`src/rtl/dct_pkg.sv`:
```
// Shared types and constants for the DCT vector-rotation frame sequencer.
package dct_pkg;

  localparam int unsigned N_MAX     = 2048;
  localparam int unsigned PTS_W     = 12;
  localparam int unsigned NUM_LEGAL = 7;

  localparam logic [NUM_LEGAL-1:0][PTS_W-1:0] LEGAL_PTS = {
    12'd2048, 12'd1024, 12'd512, 12'd256, 12'd128, 12'd64, 12'd32
  };

  typedef enum logic [1:0] {IDLE, LOAD, RUN, GAP} state_t;

  function automatic logic is_legal_pts(input logic [PTS_W-1:0] n);
    logic ok;
    ok = 1'b0;
    for (int i = 0; i < NUM_LEGAL; i++)
      if (n == LEGAL_PTS[i]) ok = 1'b1;
    return ok;
  endfunction

endpackage

```
`src/rtl/dct_vecrot_seq_if.sv`:
```
// Request, coefficient-generator, F-buffer address and rotation-marker signals.
interface dct_vecrot_seq_if #(parameter int wIdx = 11);
  logic             cfg_valid;
  logic [11:0]      cfg_fftpts;
  logic             cfg_ready;
  logic [11:0]      coeff_fftpts;
  logic             coeff_sink_valid;
  logic [wIdx-1:0]  rd_addr_a;
  logic [wIdx-1:0]  rd_addr_b;
  logic             rot_valid;
  logic             rot_sop;
  logic             rot_eop;
  logic             busy;
  logic             frame_done;
  logic             cfg_err;

  modport master (
    output cfg_valid, cfg_fftpts,
    input  cfg_ready, coeff_fftpts, coeff_sink_valid, rd_addr_a, rd_addr_b,
           rot_valid, rot_sop, rot_eop, busy, frame_done, cfg_err
  );

  modport slave (
    input  cfg_valid, cfg_fftpts,
    output cfg_ready, coeff_fftpts, coeff_sink_valid, rd_addr_a, rd_addr_b,
           rot_valid, rot_sop, rot_eop, busy, frame_done, cfg_err
  );
endinterface

```
`src/rtl/dct_delay_line.sv`:
```
// Fixed-depth shift register with async active-low clear.
module dct_delay_line #(
  parameter int DEPTH = 1,
  parameter int W     = 1
) (
  input  logic         clk,
  input  logic         rst_n,
  input  logic [W-1:0] d_i,
  output logic [W-1:0] q_o
);

  logic [W-1:0] pipe_q [DEPTH];

  always_ff @(posedge clk or negedge rst_n) begin
    if (!rst_n) begin
      for (int i = 0; i < DEPTH; i++) pipe_q[i] <= '0;
    end else begin
      pipe_q[0] <= d_i;
      for (int i = 1; i < DEPTH; i++) pipe_q[i] <= pipe_q[i-1];
    end
  end

  assign q_o = pipe_q[DEPTH-1];

endmodule

```
`src/rtl/dct_vecrot_seq.sv`:
```
// Frame sequencer: programs the coefficient generator, bursts sink_valid for N
// cycles, emits mirrored F-buffer addresses and latency-aligned rotation markers.
module dct_vecrot_seq
  import dct_pkg::*;
#(
  parameter int COEFF_LAT = 1,
  parameter int wIdx      = 11,
  parameter int MIN_GAP   = 1
) (
  input  logic           clk,
  input  logic           rst_n,
  dct_vecrot_seq_if.slave bus
);

  localparam int GW = (MIN_GAP > 1) ? $clog2(MIN_GAP) : 1;

  state_t             state_q, state_d;
  logic [PTS_W-1:0]   pts_q, pts_d;
  logic [wIdx-1:0]    idx_q, idx_d;
  logic [GW-1:0]      gap_q, gap_d;
  logic               err_q, err_d;

  logic               run;
  logic               first, last;
  logic [PTS_W-1:0]   idx_ext;
  logic [PTS_W-1:0]   mirror;
  logic [2:0]         mark_d, mark_q;

  always_ff @(posedge clk or negedge rst_n) begin
    if (!rst_n) begin
      state_q <= IDLE;
      pts_q   <= PTS_W'(N_MAX);
      idx_q   <= '0;
      gap_q   <= '0;
      err_q   <= 1'b0;
    end else begin
      state_q <= state_d;
      pts_q   <= pts_d;
      idx_q   <= idx_d;
      gap_q   <= gap_d;
      err_q   <= err_d;
    end
  end

  assign run     = (state_q == RUN);
  assign idx_ext = PTS_W'(idx_q);
  assign first   = (idx_ext == '0);
  assign last    = (idx_ext == pts_q - 12'd1);
  // N is a power of two, so masking with N-1 folds N-0 back onto address 0.
  assign mirror  = (pts_q - idx_ext) & (pts_q - 12'd1);

  always_comb begin
    state_d = state_q;
    pts_d   = pts_q;
    idx_d   = idx_q;
    gap_d   = gap_q;
    err_d   = 1'b0;
    unique case (state_q)
      IDLE: begin
        if (bus.cfg_valid) begin
          if (is_legal_pts(bus.cfg_fftpts)) begin
            pts_d   = bus.cfg_fftpts;
            state_d = LOAD;
          end else begin
            err_d = 1'b1;
          end
        end
      end
      LOAD: begin
        idx_d   = '0;
        state_d = RUN;
      end
      RUN: begin
        idx_d = idx_q + 1'b1;
        if (last) begin
          gap_d   = '0;
          state_d = GAP;
        end
      end
      GAP: begin
        gap_d = gap_q + 1'b1;
        if (gap_q == GW'(MIN_GAP - 1)) state_d = IDLE;
      end
      default: state_d = IDLE;
    endcase
  end

  // Markers travel with sink_valid through the generator's latency.
  assign mark_d = {run & last, run & first, run};

  dct_delay_line #(.DEPTH(COEFF_LAT), .W(3)) u_mark_dly (
    .clk   (clk),
    .rst_n (rst_n),
    .d_i   (mark_d),
    .q_o   (mark_q)
  );

  assign bus.cfg_ready        = (state_q == IDLE);
  assign bus.coeff_fftpts     = pts_q;
  assign bus.coeff_sink_valid = run;
  assign bus.rd_addr_a        = run ? idx_q : '0;
  assign bus.rd_addr_b        = run ? wIdx'(mirror) : '0;
  assign bus.rot_valid        = mark_q[0];
  assign bus.rot_sop          = mark_q[1];
  assign bus.rot_eop          = mark_q[2];
  assign bus.frame_done       = mark_q[2];
  assign bus.busy             = (state_q != IDLE);
  assign bus.cfg_err          = err_q;

endmodule

```
`src/flat_wrapper.sv`:
```
// flat-port wrapper written by rule: the top's interface ports become plain ports
module dct_vecrot_seq_flat import dct_pkg::*;
#(
  parameter int COEFF_LAT = 1,
  parameter int wIdx      = 11,
  parameter int MIN_GAP   = 1
)
  (clk, rst_n, bus_cfg_valid, bus_cfg_fftpts, bus_cfg_ready, bus_coeff_fftpts, bus_coeff_sink_valid, bus_rd_addr_a, bus_rd_addr_b, bus_rot_valid, bus_rot_sop, bus_rot_eop, bus_busy, bus_frame_done, bus_cfg_err);
  dct_vecrot_seq_if #(.wIdx(wIdx)) bus_i ();
  input  logic clk;
  input  logic rst_n;
  input wire logic [$bits(bus_i.cfg_valid)-1:0] bus_cfg_valid;
  input wire logic [$bits(bus_i.cfg_fftpts)-1:0] bus_cfg_fftpts;
  output wire logic [$bits(bus_i.cfg_ready)-1:0] bus_cfg_ready;
  output wire logic [$bits(bus_i.coeff_fftpts)-1:0] bus_coeff_fftpts;
  output wire logic [$bits(bus_i.coeff_sink_valid)-1:0] bus_coeff_sink_valid;
  output wire logic [$bits(bus_i.rd_addr_a)-1:0] bus_rd_addr_a;
  output wire logic [$bits(bus_i.rd_addr_b)-1:0] bus_rd_addr_b;
  output wire logic [$bits(bus_i.rot_valid)-1:0] bus_rot_valid;
  output wire logic [$bits(bus_i.rot_sop)-1:0] bus_rot_sop;
  output wire logic [$bits(bus_i.rot_eop)-1:0] bus_rot_eop;
  output wire logic [$bits(bus_i.busy)-1:0] bus_busy;
  output wire logic [$bits(bus_i.frame_done)-1:0] bus_frame_done;
  output wire logic [$bits(bus_i.cfg_err)-1:0] bus_cfg_err;
  assign bus_i.cfg_valid = bus_cfg_valid;
  assign bus_i.cfg_fftpts = bus_cfg_fftpts;
  assign bus_cfg_ready = bus_i.cfg_ready;
  assign bus_coeff_fftpts = bus_i.coeff_fftpts;
  assign bus_coeff_sink_valid = bus_i.coeff_sink_valid;
  assign bus_rd_addr_a = bus_i.rd_addr_a;
  assign bus_rd_addr_b = bus_i.rd_addr_b;
  assign bus_rot_valid = bus_i.rot_valid;
  assign bus_rot_sop = bus_i.rot_sop;
  assign bus_rot_eop = bus_i.rot_eop;
  assign bus_busy = bus_i.busy;
  assign bus_frame_done = bus_i.frame_done;
  assign bus_cfg_err = bus_i.cfg_err;
  dct_vecrot_seq #(.COEFF_LAT(COEFF_LAT), .wIdx(wIdx), .MIN_GAP(MIN_GAP)) u_core (.clk(clk), .rst_n(rst_n), .bus(bus_i));
endmodule
```
`config.mk`:
```
export PLATFORM = sky130hd
export DESIGN_NAME = dct_vecrot_seq_flat
export DESIGN_NICKNAME = d
export VERILOG_FILES = /design/src/rtl/dct_pkg.sv /design/src/rtl/dct_vecrot_seq_if.sv /design/src/rtl/dct_delay_line.sv /design/src/rtl/dct_vecrot_seq.sv /design/src/flat_wrapper.sv
export SDC_FILE = /design/constraint.sdc
export NUM_CORES = 1
export LEC_CHECK = 0
export ABC_AREA = 1
export CAP_MARGIN = 10
export CORE_MARGIN = 4
export CORE_UTILIZATION = 43
export DETAILED_ROUTE_END_ITERATION = 10
export PLACE_DENSITY = 0.69
export SLEW_MARGIN = 20
export SYNTH_ARGS = -nofsm -noshare
export SYNTH_HDL_FRONTEND = slang
export SYNTH_SLANG_ARGS = --single-unit
```
`constraint.sdc`:
```
create_clock -name clk -period 2.55 [get_ports clk]
set_input_delay 0.51 -clock clk [delete_from_list [all_inputs] [get_ports clk]]
set_output_delay 0.51 -clock clk [all_outputs]
set_load 0.03 [all_outputs]
```
==> run_results.csv, run 1 <==
group,metric,value,unit
timing,hold_viol_final,0,
clocking,clock_latency,0.29,ns
grt,antenna_found_initial,0,
synthesis,syn_avg_cell_area,6.57,sq um
die,coreArea,5990,sq um
synthesis,synthTopCellsByArea,"dfrtp_1 (27%), nand2_1 (15%), inv_1 (9.0%)",
timing,relSlewSlack,0.693,
die,rows,28,
setup_path,crit_top_cell,"buf_6",
synthesis,syn_area,2680,sq um
setup_path,cp_cell_sequence,"inv_2 > ha_4 > inv_4 > fa_2 > buf_6 > buf_6 > a221oi_2 > buf_4",
clocking,cts-root-buf,"clkbuf_8",
drt,drtAntennaViolNets,0,
clocking,clk_pin_slew_worst_paths,0.07,ns
timing,post-route-period-util,1.02,
clocking,cts_made_buffers,5,
synthesis,netlist_instances,408,
clocking,cts.path.max_buffers,2,
timing,layout_min_cycle_time,2.60,ns
synthesis,ys.warnings.count,0,
synthesis,yosysTopAreaCellShare,0.271,
placement,io_buffers,56,
synthesis,synth.distinct_cells,38,
placement,place_congestion,0.891,
synthesis,synth_nets,441,
synthesis,synth_seq_cells,30,
die,fp.dieH,87.0,microns
grt,grt_start_max_net_pins,31,
synthesis,synth_top_family_by_area,"simple AND/OR/NAND/NOR gates",
power_and_ir_drop,p_leak,1.87,nW
timing,worstMarginPinSlew,0.459,ns
synthesis,synth_top_area_cell,"dfrtp_1",
synthesis,synth-adder-area-share,0.0868,
power_and_ir_drop,vdd_drop_max,0.000821,V
die,io_pins,57,
setup_path,startpoint_type,"flip-flop",
drt,routed_wl,8.70,mm
outcome,status,"finished, violations left",
timing,skew,0.00402,ns
synthesis,yosysSeqAreaShare,0.280,
setup_path,worstSetupPathType,"flip-flop to output pin",
min_path,min_path_type,"flip-flop to flip-flop",
grt,gr-total-overflow,0,
die,die-area,7570,sq um
drt,drt-initial-drc-count,238,
synthesis,synth-simple-area-share,0.404,
setup_path,cp_data_required_time,2.04,ns
timing,timing.fmax,385,MHz
final_layout,area_delta_synth_final,42.4,%
timing,setup_viol,5,
final_layout,drive_gt1_frac,0.261,
final_layout,layout.nets,531,
drt,vias_per_cell,5.30,
power_and_ir_drop,power.density,662,nW/um^2
grt,grt_pass1_vias,2928,
grt,grtUsageTotal,0.238,
drt,drc,0,
setup_path,crit_fanout,3,
clocking,cts_num_sinks,30,
final_layout,antennaDiodeCount,0,
timing,final_max_slew_viol_count,0,
placement,pre_cts_slack,0.0331,ns
synthesis,synth-xor-area-share,0.0163,
clocking,cts_tree,"built",
synthesis,synth_compound_gate_area_share,0.107,
clocking,h-tree-depth,2,
setup_path,cp-end-kind,"output pin",
drt,avgRoutedWirePerCell,15.2,microns
die,start_util,0.448,
drt,vias,3041,
timing,layout_setup_ws,-0.0473,ns
setup_path,arrival,2.09,ns
synthesis,synthMuxAreaShare,0,
outcome,violations,"negative setup slack",
setup_path,max_stage_delay,0.40,ns
timing,fin_setup_tns,-0.145,ns
setup_path,rrSetupSlack,0.45,ns
clocking,ctsHoldBuffers,0,
job,drv_cap,0,
setup_path,crit_slowest_cell,"dfrtp_2",
die,die_w,87.0,microns
drt,drtPass1Iterations,5,
timing,rsz0062_at_grt,"true",
grt,grt_pass1_wl,14.0,mm
placement,hpwl,6.82,mm
## worst paths after layout
kind / from / to / cells past startpoint
worst max-delay path: u_core.bus.coeff_fftpts[0] / bus_rd_addr_b[2] / 8
min in group asynchronous: rst_n / u_core.bus.coeff_fftpts[8] / 2
worst min-delay path: u_core.bus.coeff_fftpts[11] / u_core.bus.coeff_fftpts[11] / 2
worst min register to register: u_core.bus.coeff_fftpts[11] / u_core.bus.coeff_fftpts[11] / 2
max in group asynchronous: rst_n / u_core.bus.coeff_fftpts[11] / 2
worst max register to register: u_core.bus.coeff_fftpts[0] / u_core.state_q[1] / 17
## flip-flops by register name, summed over array words and instances, names as in the netlist
name and cells:
u_core.bus.coeff_fftpts 12, u_core.bus.cfg_err 1, u_core.state_q 2, u_core.u_mark_dly.q_o 3, u_core.idx_q 11, u_core.gap_q 1
## critical path, delay by kind of cell (launching register included)
kind	cells	cell delay [ns]
AOI/OAI and AO/OA	1	0.26
adders and majority gates	2	0.55
buffers and inverters	5	0.58
DFF	1	0.40
## metrics by stage
step                cell area [sq um]  utilization  instances  power [mW]  hold WS [ns]
floorplan                        2730            -        408        1.50         0.214
global placement                 3470        0.579        556        2.04         0.495
detailed placement               3470        0.579        556        2.04         0.501
CTS                              3710        0.619        568        2.51         0.513
global route                     3820        0.638        574        2.71         0.548
finish                           3820        0.638        574        2.53         0.513
## synth_stat cells
cell type    n
a211oi_1     1
a21boi_2     1
a21o_1       1
a21oi_1     17
a21oi_2      1
a221oi_1     1
a31oi_1      1
buf_4        2
clkbuf_1     4
clkbuf_2     1
dfrtp_1     29
dfstp_2      1
fa_1         1
ha_1        17
inv_1       64
inv_2        2
nand2_1    107
nand2_2      8
nand2_4      2
nand3_1     36
nand3_2      2
nand3b_1     2
nand4_1      5
nor2_1      42
nor2_2       5
nor2_4       4
nor2_8       1
nor3_1      14
nor3_2       1
nor3b_1      3
nor4_1       1
o2111ai_1    4
o211ai_1     2
o21ai_0     17
o21ai_1      2
o31ai_1      1
xnor2_1      4
xor2_1       1
## power by group
group	total (mW)	switching [mW]	internal [mW]
sequential	0.601	0.0505	0.551
combinational	1.52	0.942	0.580
clock	0.407	0.190	0.218
total	2.53	1.18	1.35
## cells by family (layout without fill, tap and decap cells)
family	count (synthesis)	after routing
and+or+nand+nor	233	233
buffers and inverters	73	164
AOI/OAI and AO/OA	49	49
DFF	30	30
adders and majority gates	18	18
xor gates and xnor gates	5	5
## placed cells by master, fill, tap and decap left out, types with 8 or more instances in the layout
cell type	n
nor3_1	11
a21oi_1	13
nand2_2	10
inv_2	8
dfrtp_1	25
nand3_1	35
nand2_1	105
clkdlybuf4s50_1	34
o21ai_0	12
ha_1	11
inv_1	57
nor2_1	39
buf_4	50
## what timing repair did
| item | CTS | global route |
|---|---|---|
| setup buffers | 4 | 6 |
| resized for setup | 29 | 18 |
| setup endpoints to repair | 7 | 7 |
| pin swaps | 7 | 9 |
## metal layers
metal | track usage | share of wire | up-vias
li1 | - | - | 1495
met1 | 0.302 | 0.42 | 1409
met2 | 0.407 | 0.49 | 118
met3 | 0.0435 | 0.069 | 19
met4 | 0.0737 | 0.020 | 0
met5 | 0 | 0 | -
## final cells by class
cell class | count | area [sq um]
clock buffers | 7 | 86.3
clock inverters | 1 | 5.00
fillers | 556 | 2170
inverters | 66 | 250
multi-input cells | 305 | 1840
flip-flops and latches | 30 | 757
well taps | 75 | 93.8
repair buffers | 90 | 783
Power figures use the tool's default switching activity.
==> run 2: changes to the inputs <==
Settings changed: CTS_CLUSTER_DIAMETER set to 30.
==> results of run 2 <==
Final layout, timing and power as in run 1 (identical DEF).
==> run 3: changes to the inputs <==
Settings changed: ABC_AREA 1 to 0, PLACE_DENSITY 0.69 to 0.7.
Clock period 2.55 ns to 2.6 ns, I/O delays scaled along.
==> run 3 against run 2 <==
  * Clock power shrank 8.8%
  * Largest power group unchanged
  * Clock-buffer cell count fell by 1
  * Synthesized area fell by 8.3%
  * Routed wire length is 9.3% lower
  * Via count decreased by 17%
  * Worst hold slack improved by 0.050 ns
  * Design area grew 4.0%
  * Combinational power about the same
  * Highest routed layer unchanged
  * The run still ends with negative setup slack left
  * Sequential power down 2%
==> run_results.csv, run 3 <==
group,metric,value,unit
outcome,status,"finished, violations left",
outcome,violations,"negative setup slack",
clocking,cts_tree,"built",
drt,vias_per_cell,5.30,
setup_path,r2r-start,"u_core.bus.coeff_fftpts[1]",
synthesis,syn_avg_cell_area,8.91,sq um
synthesis,synth_nets,309,
die,fp.dieH,83.6,microns
power_and_ir_drop,power,2.45,mW
final_layout,largest_reg_flops,12,
power_and_ir_drop,seqPwrFrac,0.239,
setup_path,arrival,3.08,ns
clocking,h-tree-depth,2,
clocking,cts-root-buf,"clkbuf_8",
final_layout,final_cell_mix,"buf_4 (86), clkdlybuf4s50_1 (36), nor2_1 (29), dfrtp_1 (27), inv_1 (18)",
clocking,cts_num_sinks,30,
timing,post-route-period-util,1.39,
min_path,whs_path_depth,2,
drt,vias,2529,
final_layout,drive_gt1_frac,0.378,
drt,drt-initial-drc-count,107,
synthesis,synth_seq_cells,30,
synthesis,synthFlopType,"dfrtp_1",
timing,worstMarginPinSlew,0.595,ns
die,io_pins,57,
grt,antenna_found_initial,0,
setup_path,rrSetupSlack,-0.15,ns
min_path,whs_endpoint,"u_core.u_mark_dly.q_o[1]",
job,drv_cap,0,
synthesis,synthTopCellsByArea,"dfrtp_1 (30%), ha_1 (8.7%), xnor2_1 (6.8%)",
timing,setup_viol,10,
timing,rsz0062_at_grt,"true",
grt,grt_start_max_net_pins,31,
drt,routed_wl,7.89,mm
clocking,clock_latency,0.29,ns
power_and_ir_drop,power.density,617,nW/um^2
placement,place_congestion,0.881,
die,rows,27,
synthesis,synth_top_area_cell,"dfrtp_1",
synthesis,ys.warnings.count,0,
synthesis,yosysTopAreaCellShare,0.295,
final_layout,antennaDiodeCount,0,
synthesis,synth_edf_count,0,
final_layout,final_common_cell,"buf_4",
setup_path,max_stage_delay,0.51,ns
setup_path,crit_slowest_cell,"or4_4",
drt,drtAntennaViolNets,0,
power_and_ir_drop,swShare,0.429,
setup_path,crit_fanout,2,
drt,drtPass1Iterations,4,
timing,skew,0.00827,ns
setup_path,startpoint_type,"flip-flop",
setup_path,worstSetupPathType,"flip-flop to output pin",
die,die_w,83.6,microns
power_and_ir_drop,clockPowerShare,0.151,
die,die-area,6990,sq um
power_and_ir_drop,comb_power_share,0.610,
placement,hpwl,5.67,mm
synthesis,netlist_instances,276,
setup_path,cp-end-kind,"output pin",
setup_path,cp_data_required_time,2.08,ns
setup_path,cp_cell_sequence,"inv_4 > ha_4 > inv_2 > fa_2 > a21o_1 > a21oi_2 > o211ai_1 > o31ai_2 > mux2i_1 > or4_4 > a21oi_4 > buf_6",
power_and_ir_drop,p_leak,1.78,nW
synthesis,syn_area,2460,sq um
synthesis,synth.distinct_cells,56,
setup_path,reg2regPathDepth,12,
setup_path,reg2reg_to,"u_core.u_mark_dly.q_o[2]",
synthesis,yosysSeqAreaShare,0.306,
die,start_util,0.444,
grt,grt_pass1_vias,2526,
final_layout,layout.nets,437,
clocking,clk_pin_slew_worst_paths,0.07,ns
timing,layout_min_cycle_time,3.60,ns
grt,grtUsageTotal,0.225,
final_layout,area_delta_synth_final,61.6,%
clocking,cts_made_buffers,5,
min_path,min_path_type,"flip-flop to flip-flop",
grt,gr-total-overflow,0,
die,coreArea,5540,sq um
drt,avgRoutedWirePerCell,16.5,microns
timing,layout_setup_ws,-1.00,ns
clocking,cts.path.max_buffers,2,
setup_path,startpoint,"u_core.bus.coeff_fftpts[0]",
synthesis,async_reset_ff_frac,1.00,
placement,io_buffers,56,
final_layout,nFillCells,424,
min_path,min_from,"u_core.idx_q[7]",
placement,pre_cts_slack,-0.619,ns
timing,fin_setup_tns,-3.40,ns
timing,relSlewSlack,0.602,
final_layout,final_util,0.717,
synthesis,synth_commonest_cells,"dfrtp_1 (29), nor2_1 (29), inv_1 (22)",
drt,drc,0,
power_and_ir_drop,p_switching,1.05,mW
timing,timing.fmax,277,MHz
grt,grt_pass1_wl,12.6,mm
power_and_ir_drop,vdd_drop_max,0.000893,V
timing,hold_viol_final,0,
power_and_ir_drop,p_int,1.40,mW
timing,final_max_slew_viol_count,0,
-- run 3: changes by cell type after synthesis, sizes merged, moves of 7 or more --
cell / change
nand2: -100
inv: -44
nand3: -33
nor2: -23
xnor2: +16
a21oi: -9
o21ai: -9
mux2: +7
-- run 3: layer usage --
layer  GRT usage  vias up  part of all wire
met3      0.0415       26             0.056
met4      0.0863        0             0.030
met2       0.395      105              0.50
met5           0        -                 0
met1       0.273     1169              0.42
li1            -     1229                 -
-- run 3: per-stage QoR --
step | hold WS (ns) | area [sq um] | std cells
4_1_cts | 0.561 | 3910 | 479
3_3_place_gp | 0.547 | 3620 | 460
2_1_floorplan | 0.224 | 2560 | 276
5_1_grt | 0.606 | 3970 | 477
3_5_place_dp | 0.553 | 3620 | 460
6_report | 0.563 | 3970 | 477
-- run 3: cells by family after synthesis --
kind of cell             after synthesis  share of synthesized area
AND/OR/NAND/NOR                      113                      0.254
AO/OA/AOI/OAI                         44                      0.125
multiplexers                           9                     0.0417
adder cells (fa/ha/maj)               18                     0.0947
XOR/XNOR                              30                      0.127
buffers and inverters                 32                     0.0509
flip-flops                            30                      0.306
-- run 3: area by class of cell --
cell class	count	area (sq um)	area share
multi-input cells	214	1850	0.466
repair buffers	131	1110	0.279
flip-flops and latches	30	754	0.190
well taps	72	90.1	0.0227
inverters	22	87.6	0.0220
clock buffers	6	72.6	0.0183
clock inverters	2	10.0	0.00252
-- run 3: how the worst max path moves through the flow --
stage / to / depth (start not counted)
after detailed placement: bus_rd_addr_b[10] / 12
final: bus_rd_addr_b[10] / 12
after global placement: bus_rd_addr_b[10] / 12
after floorplan: bus_rd_addr_b[10] / 11
after global routing: bus_rd_addr_b[10] / 12
after CTS: bus_rd_addr_b[10] / 12
-- run 3: what timing repair did --
item	CTS	global route
buffers inserted	14	5
pin swaps	15	20
gates cloned	0	0
endpoints found under the setup margin	11	19
hold buffers	0	0
resized for setup	31	20
-- run 3: critical path: cells and delay by family (launching register included) --
| family | cells | cell delay (ns) |
|---|---|---|
| simple gates | 1 | 0.51 |
| buf+inv | 3 | 0.24 |
| compound gates | 5 | 1.01 |
| flops | 1 | 0.42 |
| fa+ha+maj | 2 | 0.48 |
| mux | 1 | 0.15 |
-- run 3: power by group through the flow --
stage	Combinational, mW	Sequential [mW]	Clock [mW]
floorplan	0.740	0.644	0
global placement	1.28	0.584	0
detailed placement	1.29	0.589	0
CTS	1.43	0.585	0.378
global route	1.60	0.592	0.399
finish	1.50	0.586	0.371
